--- config.mk ---
export PLATFORM = sky130hd
export DESIGN_NAME = branch_pc_unit_flat
export DESIGN_NICKNAME = d
export VERILOG_FILES = /design/src/rtl/branch_pc_unit_if.sv /design/src/rtl/branch_pc_unit.sv /design/src/flat_wrapper.sv
export SDC_FILE = /design/constraint.sdc
export NUM_CORES = 1
export LEC_CHECK = 0
export BUFFER_PORTS_ARGS = -buffer_cell sky130_fd_sc_hd__buf_2
export CORE_MARGIN = 5
export CORE_UTILIZATION = 54
export DETAILED_ROUTE_END_ITERATION = 10
export PLACE_DENSITY = 0.87
export SLEW_MARGIN = 5
export SYNTH_ARGS = -nofsm -noshare
export SYNTH_HDL_FRONTEND = slang
export SYNTH_SLANG_ARGS = --single-unit
--- constraint.sdc ---
create_clock -name clock -period 3.4 [get_ports clock]
set_input_delay 0 -clock clock [delete_from_list [all_inputs] [get_ports clock]]
set_output_delay 0 -clock clock [all_outputs]
set_load 0.03 [all_outputs]
--- src/rtl/branch_pc_unit_if.sv ---
// rtl/branch_pc_unit_if.sv - execute-stage branch operands and fetch-PC/redirect results
interface branch_pc_unit_if #(
  parameter int PC_WIDTH = 12
);
  logic                stall;
  logic                ex_valid;
  logic [2:0]          ex_type;
  logic [PC_WIDTH-1:0] ex_pc;
  logic [16:0]         ex_imm;
  logic [26:0]         ex_target;
  logic [31:0]         ex_rd_val;
  logic [31:0]         ex_rs_val;
  logic [PC_WIDTH-1:0] pc;
  logic                flush;
  logic                link_we;
  logic [31:0]         link_data;
  logic [15:0]         taken_cnt;
  logic [15:0]         nottaken_cnt;

  modport master (
    output stall, ex_valid, ex_type, ex_pc, ex_imm, ex_target, ex_rd_val, ex_rs_val,
    input  pc, flush, link_we, link_data, taken_cnt, nottaken_cnt
  );

  modport slave (
    input  stall, ex_valid, ex_type, ex_pc, ex_imm, ex_target, ex_rd_val, ex_rs_val,
    output pc, flush, link_we, link_data, taken_cnt, nottaken_cnt
  );
endinterface

--- src/rtl/branch_pc_unit.sv ---
// rtl/branch_pc_unit.sv - fetch PC register with execute-stage branch resolution and redirect
module branch_pc_unit #(
  parameter int PC_WIDTH = 12,
  parameter int RESET_PC = 0
) (
  input logic               clock,
  input logic               reset,
  branch_pc_unit_if.slave   bus
);
  typedef enum logic {RUN, PEND} state_t;

  localparam logic [2:0] T_J   = 3'd1;
  localparam logic [2:0] T_BNE = 3'd2;
  localparam logic [2:0] T_JAL = 3'd3;
  localparam logic [2:0] T_JR  = 3'd4;
  localparam logic [2:0] T_BLT = 3'd5;
  localparam logic [2:0] T_BEX = 3'd6;

  state_t              state;
  logic [PC_WIDTH-1:0] pc_q;
  logic [PC_WIDTH-1:0] pend_target;
  logic                counted;
  logic [15:0]         taken_q;
  logic [15:0]         nottaken_q;

  logic                taken;
  logic                cond;
  logic [PC_WIDTH-1:0] tgt;
  logic [31:0]         br_sum;
  logic [PC_WIDTH-1:0] ex_pc_inc;
  logic                count_en;
  logic                unused_bits;

  assign br_sum    = {{(32-PC_WIDTH){1'b0}}, bus.ex_pc} + 32'd1 + {{15{bus.ex_imm[16]}}, bus.ex_imm};
  assign ex_pc_inc = bus.ex_pc + PC_WIDTH'(1);

  // Resolution only matters in RUN; in PEND execute holds a squashed op.
  always_comb begin
    taken = 1'b0;
    cond  = 1'b0;
    tgt   = '0;
    if (bus.ex_valid && state == RUN) begin
      case (bus.ex_type)
        T_J, T_JAL: begin
          taken = 1'b1;
          tgt   = bus.ex_target[PC_WIDTH-1:0];
        end
        T_JR: begin
          taken = 1'b1;
          tgt   = bus.ex_rd_val[PC_WIDTH-1:0];
        end
        T_BNE: begin
          cond  = 1'b1;
          taken = bus.ex_rd_val != bus.ex_rs_val;
          tgt   = br_sum[PC_WIDTH-1:0];
        end
        T_BLT: begin
          cond  = 1'b1;
          taken = $signed(bus.ex_rd_val) < $signed(bus.ex_rs_val);
          tgt   = br_sum[PC_WIDTH-1:0];
        end
        T_BEX: begin
          cond  = 1'b1;
          taken = bus.ex_rs_val != 32'd0;
          tgt   = bus.ex_target[PC_WIDTH-1:0];
        end
        default: ;
      endcase
    end
  end

  assign count_en = !counted && (taken || cond);

  assign bus.pc           = pc_q;
  assign bus.flush        = !reset && (state == PEND || taken);
  assign bus.link_we      = !reset && bus.ex_valid && bus.ex_type == T_JAL;
  assign bus.link_data    = {{(32-PC_WIDTH){1'b0}}, ex_pc_inc};
  assign bus.taken_cnt    = taken_q;
  assign bus.nottaken_cnt = nottaken_q;

  assign unused_bits = ^{br_sum[31:PC_WIDTH], bus.ex_target[26:PC_WIDTH], bus.ex_rd_val[31:PC_WIDTH]};

  always_ff @(posedge clock or posedge reset) begin
    if (reset) begin
      state       <= RUN;
      pc_q        <= PC_WIDTH'(RESET_PC);
      pend_target <= '0;
      counted     <= 1'b0;
      taken_q     <= '0;
      nottaken_q  <= '0;
    end else begin
      case (state)
        RUN: begin
          if (taken) begin
            if (bus.stall) begin
              pend_target <= tgt;
              state       <= PEND;
            end else begin
              pc_q <= tgt;
            end
          end else if (!bus.stall) begin
            pc_q <= pc_q + PC_WIDTH'(1);
          end
        end
        PEND: begin
          if (!bus.stall) begin
            pc_q  <= pend_target;
            state <= RUN;
          end
        end
        default: state <= RUN;
      endcase

      if (count_en && taken && taken_q != 16'hFFFF)
        taken_q <= taken_q + 16'd1;
      if (count_en && !taken && nottaken_q != 16'hFFFF)
        nottaken_q <= nottaken_q + 16'd1;
      // A stalled op stays in execute; remember it was already counted until stall drops.
      counted <= bus.stall && (counted || count_en);
    end
  end
endmodule

--- src/flat_wrapper.sv ---
// flat-port wrapper written by rule: the top's interface ports become plain ports
module branch_pc_unit_flat 
#(
  parameter int PC_WIDTH = 12,
  parameter int RESET_PC = 0
)
  (clock, reset, bus_stall, bus_ex_valid, bus_ex_type, bus_ex_pc, bus_ex_imm, bus_ex_target, bus_ex_rd_val, bus_ex_rs_val, bus_pc, bus_flush, bus_link_we, bus_link_data, bus_taken_cnt, bus_nottaken_cnt);
  branch_pc_unit_if #(.PC_WIDTH(PC_WIDTH)) bus_i ();
  input logic clock;
  input logic reset;
  input wire logic [$bits(bus_i.stall)-1:0] bus_stall;
  input wire logic [$bits(bus_i.ex_valid)-1:0] bus_ex_valid;
  input wire logic [$bits(bus_i.ex_type)-1:0] bus_ex_type;
  input wire logic [$bits(bus_i.ex_pc)-1:0] bus_ex_pc;
  input wire logic [$bits(bus_i.ex_imm)-1:0] bus_ex_imm;
  input wire logic [$bits(bus_i.ex_target)-1:0] bus_ex_target;
  input wire logic [$bits(bus_i.ex_rd_val)-1:0] bus_ex_rd_val;
  input wire logic [$bits(bus_i.ex_rs_val)-1:0] bus_ex_rs_val;
  output wire logic [$bits(bus_i.pc)-1:0] bus_pc;
  output wire logic [$bits(bus_i.flush)-1:0] bus_flush;
  output wire logic [$bits(bus_i.link_we)-1:0] bus_link_we;
  output wire logic [$bits(bus_i.link_data)-1:0] bus_link_data;
  output wire logic [$bits(bus_i.taken_cnt)-1:0] bus_taken_cnt;
  output wire logic [$bits(bus_i.nottaken_cnt)-1:0] bus_nottaken_cnt;
  assign bus_i.stall = bus_stall;
  assign bus_i.ex_valid = bus_ex_valid;
  assign bus_i.ex_type = bus_ex_type;
  assign bus_i.ex_pc = bus_ex_pc;
  assign bus_i.ex_imm = bus_ex_imm;
  assign bus_i.ex_target = bus_ex_target;
  assign bus_i.ex_rd_val = bus_ex_rd_val;
  assign bus_i.ex_rs_val = bus_ex_rs_val;
  assign bus_pc = bus_i.pc;
  assign bus_flush = bus_i.flush;
  assign bus_link_we = bus_i.link_we;
  assign bus_link_data = bus_i.link_data;
  assign bus_taken_cnt = bus_i.taken_cnt;
  assign bus_nottaken_cnt = bus_i.nottaken_cnt;
  branch_pc_unit #(.PC_WIDTH(PC_WIDTH), .RESET_PC(RESET_PC)) u_core (.clock(clock), .reset(reset), .bus(bus_i));
endmodule
== Word-level counts from Yosys, hierarchy flattened ==
Cells that the tools add are included.
Word-level totals
  bits in writable memories: 0
  memories kept: 0
  register bits: 58
  word-level logic and storage cells: 62
  output and inout port bits: 78
  input port bits: 127
  memory bits (read-only): 0
  latch bits: 0
Operators by class
  divide/modulo/power cells: 0
  equality and inequality tests: 11
  $lt $le $gt $ge: 1
  bitwise logic cells: 1
  multiplexer cells: 14
  add/sub/neg operators: 6
  shifts and indexed selects: 0
  reductions and logical operators: 23
  multiply operators: 0
Operators by type and width (number)
  $mux W12: 5
  $add A12 B1 Y12 const B: 3
  $pmux W12 S3: 1
  $add A16 B1 Y16 const B: 2
  $lt A32 B32 Y1: 1
  $ne A16 B16 Y1 const B: 2
  $ne A32 B32 Y1: 1
  $reduce_bool A32 Y1: 1
  $pmux W12 S2: 1
  $add A12 B12 Y12: 1
  $logic_and A1 B1 Y1: 10
  $eq A3 B3 Y1 const B: 3
  $reduce_or A3 Y1: 3
  $eq A3 B2 Y1 const B: 2
  $mux W1: 5
  $ne A2 B2 Y1 const B: 2
  $pmux W1 S4: 1
  $eq A3 B1 Y1 const B: 1
  $logic_not A1 Y1: 3
  $logic_or A1 B1 Y1: 3
  $reduce_and A3 Y1: 1
  $pmux W1 S2: 1
  $reduce_and A2 Y1: 1
  $reduce_or A2 Y1: 1
  $not A1 Y1: 1

== Logic depth before layout (Yosys ltp) ==
  depth in word-level cells: 8
  gate-level depth with buffers: 13
  gate-level depth less buffers: 12

== Worst setup path after synthesis ==
No wires, ideal clock.
  path type: input to register
  start: input port bus_ex_pc[0]
  end: register u_core.pc_q[10], in the netlist u_core.bus.pc[10]
  buffers on the path: 0
  data arrival time: 2.433 ns
  path slack: 0.846 ns
  data required time: 3.278 ns
  library setup time: 0.122 ns
  cell stages on the path: 12
  cells stage by stage: inv_1 > ha_1 > inv_1 > fa_1 > a211o_1 > a21oi_1 > o21ai_0 > a211oi_1 > xnor2_1 > a222oi_1 > o21bai_1 > a32o_1
On the way
  word-level cells in the longest chain between the ends: 7
RTL lines
  from (decl): line flat_wrapper.sv:14  | input wire logic [$bits(bus_i.ex_pc)-1:0] bus_ex_pc;
  $add A12 B1 Y12: line branch_pc_unit.sv:34  | assign br_sum = {{(32-PC_WIDTH){1'b0}}, bus.ex_pc} + 32'd1 + {{15{bus.ex_imm[16]}}, bus.ex_imm};
  $add A12 B12 Y12: line branch_pc_unit.sv:34
  $pmux W12 S3: line branch_pc_unit.sv:43  | case (bus.ex_type)
  $mux W12: line branch_pc_unit.sv:42  | if (bus.ex_valid && state == RUN) begin
  $mux W12: line branch_pc_unit.sv:95  | if (bus.stall) begin
  $mux W12: line branch_pc_unit.sv:94  | if (taken) begin
  $pmux W12 S2: line branch_pc_unit.sv:92  | case (state)
  to (signal assigned): line branch_pc_unit.sv:99  | pc_q <= tgt;
  to (signal assigned): line branch_pc_unit.sv:102  | pc_q <= pc_q + PC_WIDTH'(1);
  to (signal assigned): line branch_pc_unit.sv:107  | pc_q <= pend_target;
  to (decl): line branch_pc_unit.sv:20  | logic [PC_WIDTH-1:0] pc_q;
Every way passes these cells. The select of a mux whose other input is x is not followed.
A chain may end at the register's enable or synchronous reset.

== Worst setup path in the final report ==
  start: register u_core.state
  end: register u_core.taken_q[13], in the netlist u_core.bus.taken_cnt[13]
On the way
  word-level cells in the longest chain between the ends: 7
  elaborated cells on any way between the ends: 8
  those cells by class: mux: 2; bitwise: 1; reduce/logical: 5
RTL lines
  from (decl): line branch_pc_unit.sv:19  | state_t state;
  from (signal assigned): line branch_pc_unit.sv:85  | state <= RUN;
  from (signal assigned): line branch_pc_unit.sv:97  | state <= PEND;
  from (signal assigned): line branch_pc_unit.sv:108  | state <= RUN;
  $not A1 Y1 (no source line) *
  $logic_and A1 B1 Y1 *: line branch_pc_unit.sv:42
  $mux W1: line branch_pc_unit.sv:42
  $logic_or A1 B1 Y1: line branch_pc_unit.sv:72  | assign count_en = !counted && (taken || cond);
  $logic_and A1 B1 Y1: line branch_pc_unit.sv:72
  $logic_and A1 B1 Y1 * (2 in series): line branch_pc_unit.sv:114  | if (count_en && taken && taken_q != 16'hFFFF)
  to (signal assigned): line branch_pc_unit.sv:115  | taken_q <= taken_q + 16'd1;
  to (decl): line branch_pc_unit.sv:23  | logic [15:0] taken_q;
Mark *: on every way between the ends. The rest lies on a longest branch, timed or not.

==> report_table.html <==
<table>
<tr><th>Metric</th><th>Value</th></tr>
<tr><th colspan="2">Timing</th></tr>
<tr><td>Unrepaired setup endpoints after global routing</td><td>false</td></tr>
<tr><td>Min Hold Slack</td><td>0.122 ns</td></tr>
<tr><td>Relative slew slack</td><td>0.485</td></tr>
<tr><td>Count of final setup violators</td><td>0</td></tr>
<tr><td>Worst clock skew on the final layout</td><td>0.00966 ns</td></tr>
<tr><td>Worst slew pin tran</td><td>0.772 ns</td></tr>
<tr><td>Period Utilization, post-route</td><td>0.858</td></tr>
<tr><td>Total negative setup slack</td><td>0 ns</td></tr>
<tr><td>Count of final hold-check violations</td><td>0</td></tr>
<tr><td>Fmax achieved</td><td>343 MHz</td></tr>
<tr><td>Final critical delay including setup and external delays</td><td>2.92 ns</td></tr>
<tr><td>Fin. max-slew vios</td><td>0</td></tr>
<tr><td>Setup ws final</td><td>0.483 ns</td></tr>
<tr><th colspan="2">Logic synthesis</th></tr>
<tr><td>Synth unique cells</td><td>71</td></tr>
<tr><td>Yosys top cell area share</td><td>0.271</td></tr>
<tr><td>#FFs+latches synth</td><td>58</td></tr>
<tr><td>Count of flip-flops with a built-in enable after synthesis</td><td>0</td></tr>
<tr><td>Cell count after synthesis</td><td>612</td></tr>
<tr><td>Area of the mapped netlist</td><td>0.00536 mm^2</td></tr>
<tr><td>Largest cells by area after synthesis</td><td>sky130_fd_sc_hd__dfrtp_1 (27%), sky130_fd_sc_hd__ha_1 (11%), sky130_fd_sc_hd__xor2_1 (5.7%)</td></tr>
<tr><td>Synth async-reset ratio</td><td>1.00</td></tr>
<tr><td>Cell taking the most area after synthesis</td><td>sky130_fd_sc_hd__dfrtp_1</td></tr>
<tr><td>Yosys warning total</td><td>0</td></tr>
<tr><td>Part of the Yosys area used for sequential elements</td><td>0.271</td></tr>
<tr><td>Primary flip-flop cell chosen by synthesis mapping</td><td>sky130_fd_sc_hd__dfrtp_1</td></tr>
<tr><td>Average cell area after synthesis</td><td>8.76 um^2</td></tr>
<tr><th colspan="2">Worst setup path</th></tr>
<tr><td>Highest-delay cell along the critical path</td><td>sky130_fd_sc_hd__dfrtp_1</td></tr>
<tr><td>Nature of the critical path startpoint</td><td>flop</td></tr>
<tr><td>Reg2Reg Launch Point</td><td>u_core.state$_DFF_PP0_</td></tr>
<tr><td>Crit-path max FO</td><td>18</td></tr>
<tr><td>Worst Setup End Kind</td><td>flop</td></tr>
<tr><td>CP peak stage delay</td><td>0.54 ns</td></tr>
<tr><td>Register-to-register path setup slack</td><td>0.48 ns</td></tr>
<tr><td>Critical path, cell by cell</td><td>inv_1 &gt; nand2_1 &gt; a211oi_1 &gt; and3_1 &gt; nor2_4 &gt; buf_4 &gt; nor4_1 &gt; xor2_1</td></tr>
<tr><td>Reg2reg end</td><td>u_core.bus.taken_cnt[13]$_DFFE_PP0P_</td></tr>
<tr><td>Reg2reg path depth</td><td>8</td></tr>
<tr><td>Start-to-end type of the worst setup path</td><td>reg -&gt; reg</td></tr>
<tr><td>Worst path bufs/invs</td><td>2</td></tr>
<tr><td>Data required time of the worst path</td><td>3.68 ns</td></tr>
<tr><td>Family with the most delay on the worst path</td><td>simple AND/OR/NAND/NOR gates</td></tr>
<tr><td>Arrival time at the worst endpoint</td><td>3.19 ns</td></tr>
<tr><th colspan="2">Clock network</th></tr>
<tr><td>Post-CTS setup buffers</td><td>0</td></tr>
<tr><td>Cts repair resizes</td><td>0</td></tr>
<tr><td>Root buf cell</td><td>sky130_fd_sc_hd__clkbuf_8</td></tr>
<tr><td>Htree depth</td><td>3</td></tr>
<tr><td>Clock slew seen by the registers of the worst setup and hold paths</td><td>0.07 ns</td></tr>
<tr><td>Deepest clock path buffer count</td><td>2</td></tr>
<tr><td>Number of clock sinks</td><td>58</td></tr>
<tr><td>Clock tree from TritonCTS</td><td>yes</td></tr>
<tr><td>Quantity of hold-fixing buffers added after cts</td><td>1</td></tr>
<tr><td>Later-pin clock latency in the skew report</td><td>0.35 ns</td></tr>
<tr><td>Number of buffers inserted during clock tree synthesis</td><td>9</td></tr>
<tr><th colspan="2">Drt</th></tr>
<tr><td>Average wire per cell in the routed design</td><td>16.3 um</td></tr>
<tr><td>Total DRC errors in the routed layout</td><td>0</td></tr>
<tr><td>Routed wire length on met2</td><td>7590 um</td></tr>
<tr><td>DR WL met3</td><td>969 um</td></tr>
<tr><td>Routed vias</td><td>5282</td></tr>
<tr><td>Antenna viol nets, final</td><td>0</td></tr>
<tr><td>Top routing layer used</td><td>met4</td></tr>
<tr><td>Count of routing violations after the opening detailed-route iteration</td><td>347</td></tr>
<tr><td>M1 WL</td><td>5910 um</td></tr>
<tr><td>DR pass1 iterations</td><td>5</td></tr>
<tr><td>Average vias per placed instance</td><td>5.80</td></tr>
<tr><td>WL final</td><td>14900 um</td></tr>
<tr><th colspan="2">Die</th></tr>
<tr><td>Die X</td><td>110 um</td></tr>
<tr><td>Die Outline Area</td><td>0.0120 mm^2</td></tr>
<tr><td>Initial core utilization</td><td>0.551</td></tr>
<tr><td>Std-Cell Rows</td><td>36</td></tr>
<tr><td>Area of the placeable core</td><td>0.00973 mm^2</td></tr>
<tr><td>Total I/O pin count</td><td>205</td></tr>
<tr><td>Chip height</td><td>110 um</td></tr>
<tr><th colspan="2">Finish</th></tr>
<tr><td>Ratio of cells with drive above 1 in the final layout</td><td>0.293</td></tr>
<tr><td>Nets</td><td>947</td></tr>
<tr><td>Area grow syn2layout</td><td>19.3%</td></tr>
<tr><td>Final standard cell utilization of the core</td><td>0.657</td></tr>
<tr><td>Number of diodes</td><td>0</td></tr>
<tr><th colspan="2">Run status</th></tr>
<tr><td>Outcome</td><td>finished clean</td></tr>
<tr><th colspan="2">Placed design</th></tr>
<tr><td>Routability cong.</td><td>0.885</td></tr>
<tr><td>IO buf count</td><td>164</td></tr>
<tr><td>Worst Setup Slack post-DPL</td><td>0.526 ns</td></tr>
<tr><td>DPL Wire Length</td><td>12100 um</td></tr>
<tr><th colspan="2">Power and ir drop</th></tr>
<tr><td>Tot Pwr</td><td>2.61 mW</td></tr>
<tr><td>Worst IR Drop VDD</td><td>0.000284 V</td></tr>
<tr><td>Power per Cell Area</td><td>408 mW/mm^2</td></tr>
<tr><td>P_leak</td><td>3.29 nW</td></tr>
<tr><th colspan="2">GRT</th></tr>
<tr><td>First-pass GRT wire length</td><td>24000 um</td></tr>
<tr><td>Maximum number of pins on one net before global-route repair</td><td>38</td></tr>
<tr><td>GR Util All Layers</td><td>0.246</td></tr>
<tr><td>Final global-route overflow total</td><td>0</td></tr>
<tr><td>Antenna violations before repair</td><td>0</td></tr>
<tr><td>Vias in the first global route</td><td>5266</td></tr>
<tr><th colspan="2">Hold path</th></tr>
<tr><td>Hold Path Stages</td><td>3</td></tr>
<tr><td>Hold WC Path Type</td><td>in -&gt; reg</td></tr>
<tr><td>Hold path startpoint</td><td>bus_stall</td></tr>
<tr><td>Hold Path End</td><td>u_core.bus.pc[1]$_DFFE_PP0P_</td></tr>
<tr><th colspan="2">Job</th></tr>
<tr><td>Max cap viols</td><td>0</td></tr>
</table>
[cell families (layout without fill, tap and decap cells)]
logic type	count (synthesis)	after routing	synth area share
AOI/OAI and AO/OA	112	112	0.142
xor gates and xnor gates	52	52	0.0850
adders and majority gates	48	48	0.113
buffers and inverters	85	231	0.0838
DFF	58	58	0.271
muxes	29	29	0.0581
other	1	20	0.000700
and+or+nand+nor	227	227	0.246
[final cells by class]
class                      instances  area (um^2)
multi-input combinational        488         3530
fill                             812         3340
sequential                        58         1450
timing repair buffer             171          876
tap                              133          166
inverter                          44          165
clock buffer                      10          138
clock inverter                     6         66.3
[power by group]
group | switching, mW | internal, mW | leakage (nW)
clock | 0.288 | 0.357 | 0.0945
sequential | 0.155 | 0.804 | 0.762
combinational | 0.629 | 0.373 | 2.44
[how the worst max path moves through the flow]
stage	startpoint	to	slack [ns]	cells past startpoint
floorplan	bus_ex_pc[0]	u_core.bus.pc[10]$_DFFE_PP0P_	0.85	12
global placement	bus_ex_rs_val[31]	u_core.bus.taken_cnt[13]$_DFFE_PP0P_	0.67	12
detailed placement	u_core.state$_DFF_PP0_	u_core.bus.taken_cnt[13]$_DFFE_PP0P_	0.53	8
CTS	u_core.state$_DFF_PP0_	u_core.bus.taken_cnt[13]$_DFFE_PP0P_	0.51	8
global route	u_core.state$_DFF_PP0_	u_core.bus.taken_cnt[10]$_DFFE_PP0P_	0.30	8
finish	u_core.state$_DFF_PP0_	u_core.bus.taken_cnt[13]$_DFFE_PP0P_	0.48	8
[tightest hold or removal path: cells and delay by family]
| family | cells | cell delay, ns |
|---|---|---|
| buffers and inverters | 1 | 0.23 |
| and+or+nand+nor | 1 | 0.12 |
| AOI/OAI and AO/OA | 1 | 0.06 |
[registers in the layout (all words and copies together) (netlist names)]
| register | cells |
|---|---|
| u_core.bus.nottaken_cnt | 16 |
| u_core.bus.taken_cnt | 16 |
| u_core.bus.pc | 12 |
| u_core.pend_target | 12 |
| u_core.counted | 1 |
| u_core.state | 1 |
[placed cells by master, fill, tap and decap left out, types with 9 or more instances in the layout]
cell type	netlist	layout
sky130_fd_sc_hd__mux2i_1	12	12
sky130_fd_sc_hd__ha_1	47	47
sky130_fd_sc_hd__inv_1	44	43
sky130_fd_sc_hd__a21oi_1	35	35
sky130_fd_sc_hd__o21ai_0	20	20
sky130_fd_sc_hd__nor2_1	26	26
sky130_fd_sc_hd__mux2_2	17	17
sky130_fd_sc_hd__dfrtp_1	58	58
sky130_fd_sc_hd__nand4_1	18	18
sky130_fd_sc_hd__clkbuf_8	0	10
sky130_fd_sc_hd__buf_2	4	164
sky130_fd_sc_hd__nor4_1	21	21
sky130_fd_sc_hd__nand2_1	57	57
sky130_fd_sc_hd__nor3_1	15	15
sky130_fd_sc_hd__xnor2_1	17	17
sky130_fd_sc_hd__xor2_1	35	35
sky130_fd_sc_hd__nand3_1	22	22
sky130_fd_sc_hd__and3_1	14	14
sky130_fd_sc_hd__conb_1	1	20
sky130_fd_sc_hd__nand2b_1	9	9
[Yosys cell counts (all sizes together), types with 6 or more instances]
master and instances:
dfrtp 58, nand2 57, ha 47, inv 44, a21oi 35, xor2 35, buf 32, nor2 29
nor4 27, nand3 22, o21ai 22, nand4 19, mux2 17, nor3 17, xnor2 17, and3 14
mux2i 12, clkbuf 9, nand2b 9, a211oi 6, and4 6
[through the flow]
step,instances,instance area [um^2]
floorplan,631,5430
global placement,893,6180
detailed placement,893,6180
CTS,910,6390
global route,910,6390
finish,910,6390
[routing by layer]
layer	vias up	global-route usage
met1	2524	0.293
met3	37	0.0440
met4	0	0.0766
met5	-	0
met2	209	0.446
li1	2512	-
(Power assumes the default switching activity.)
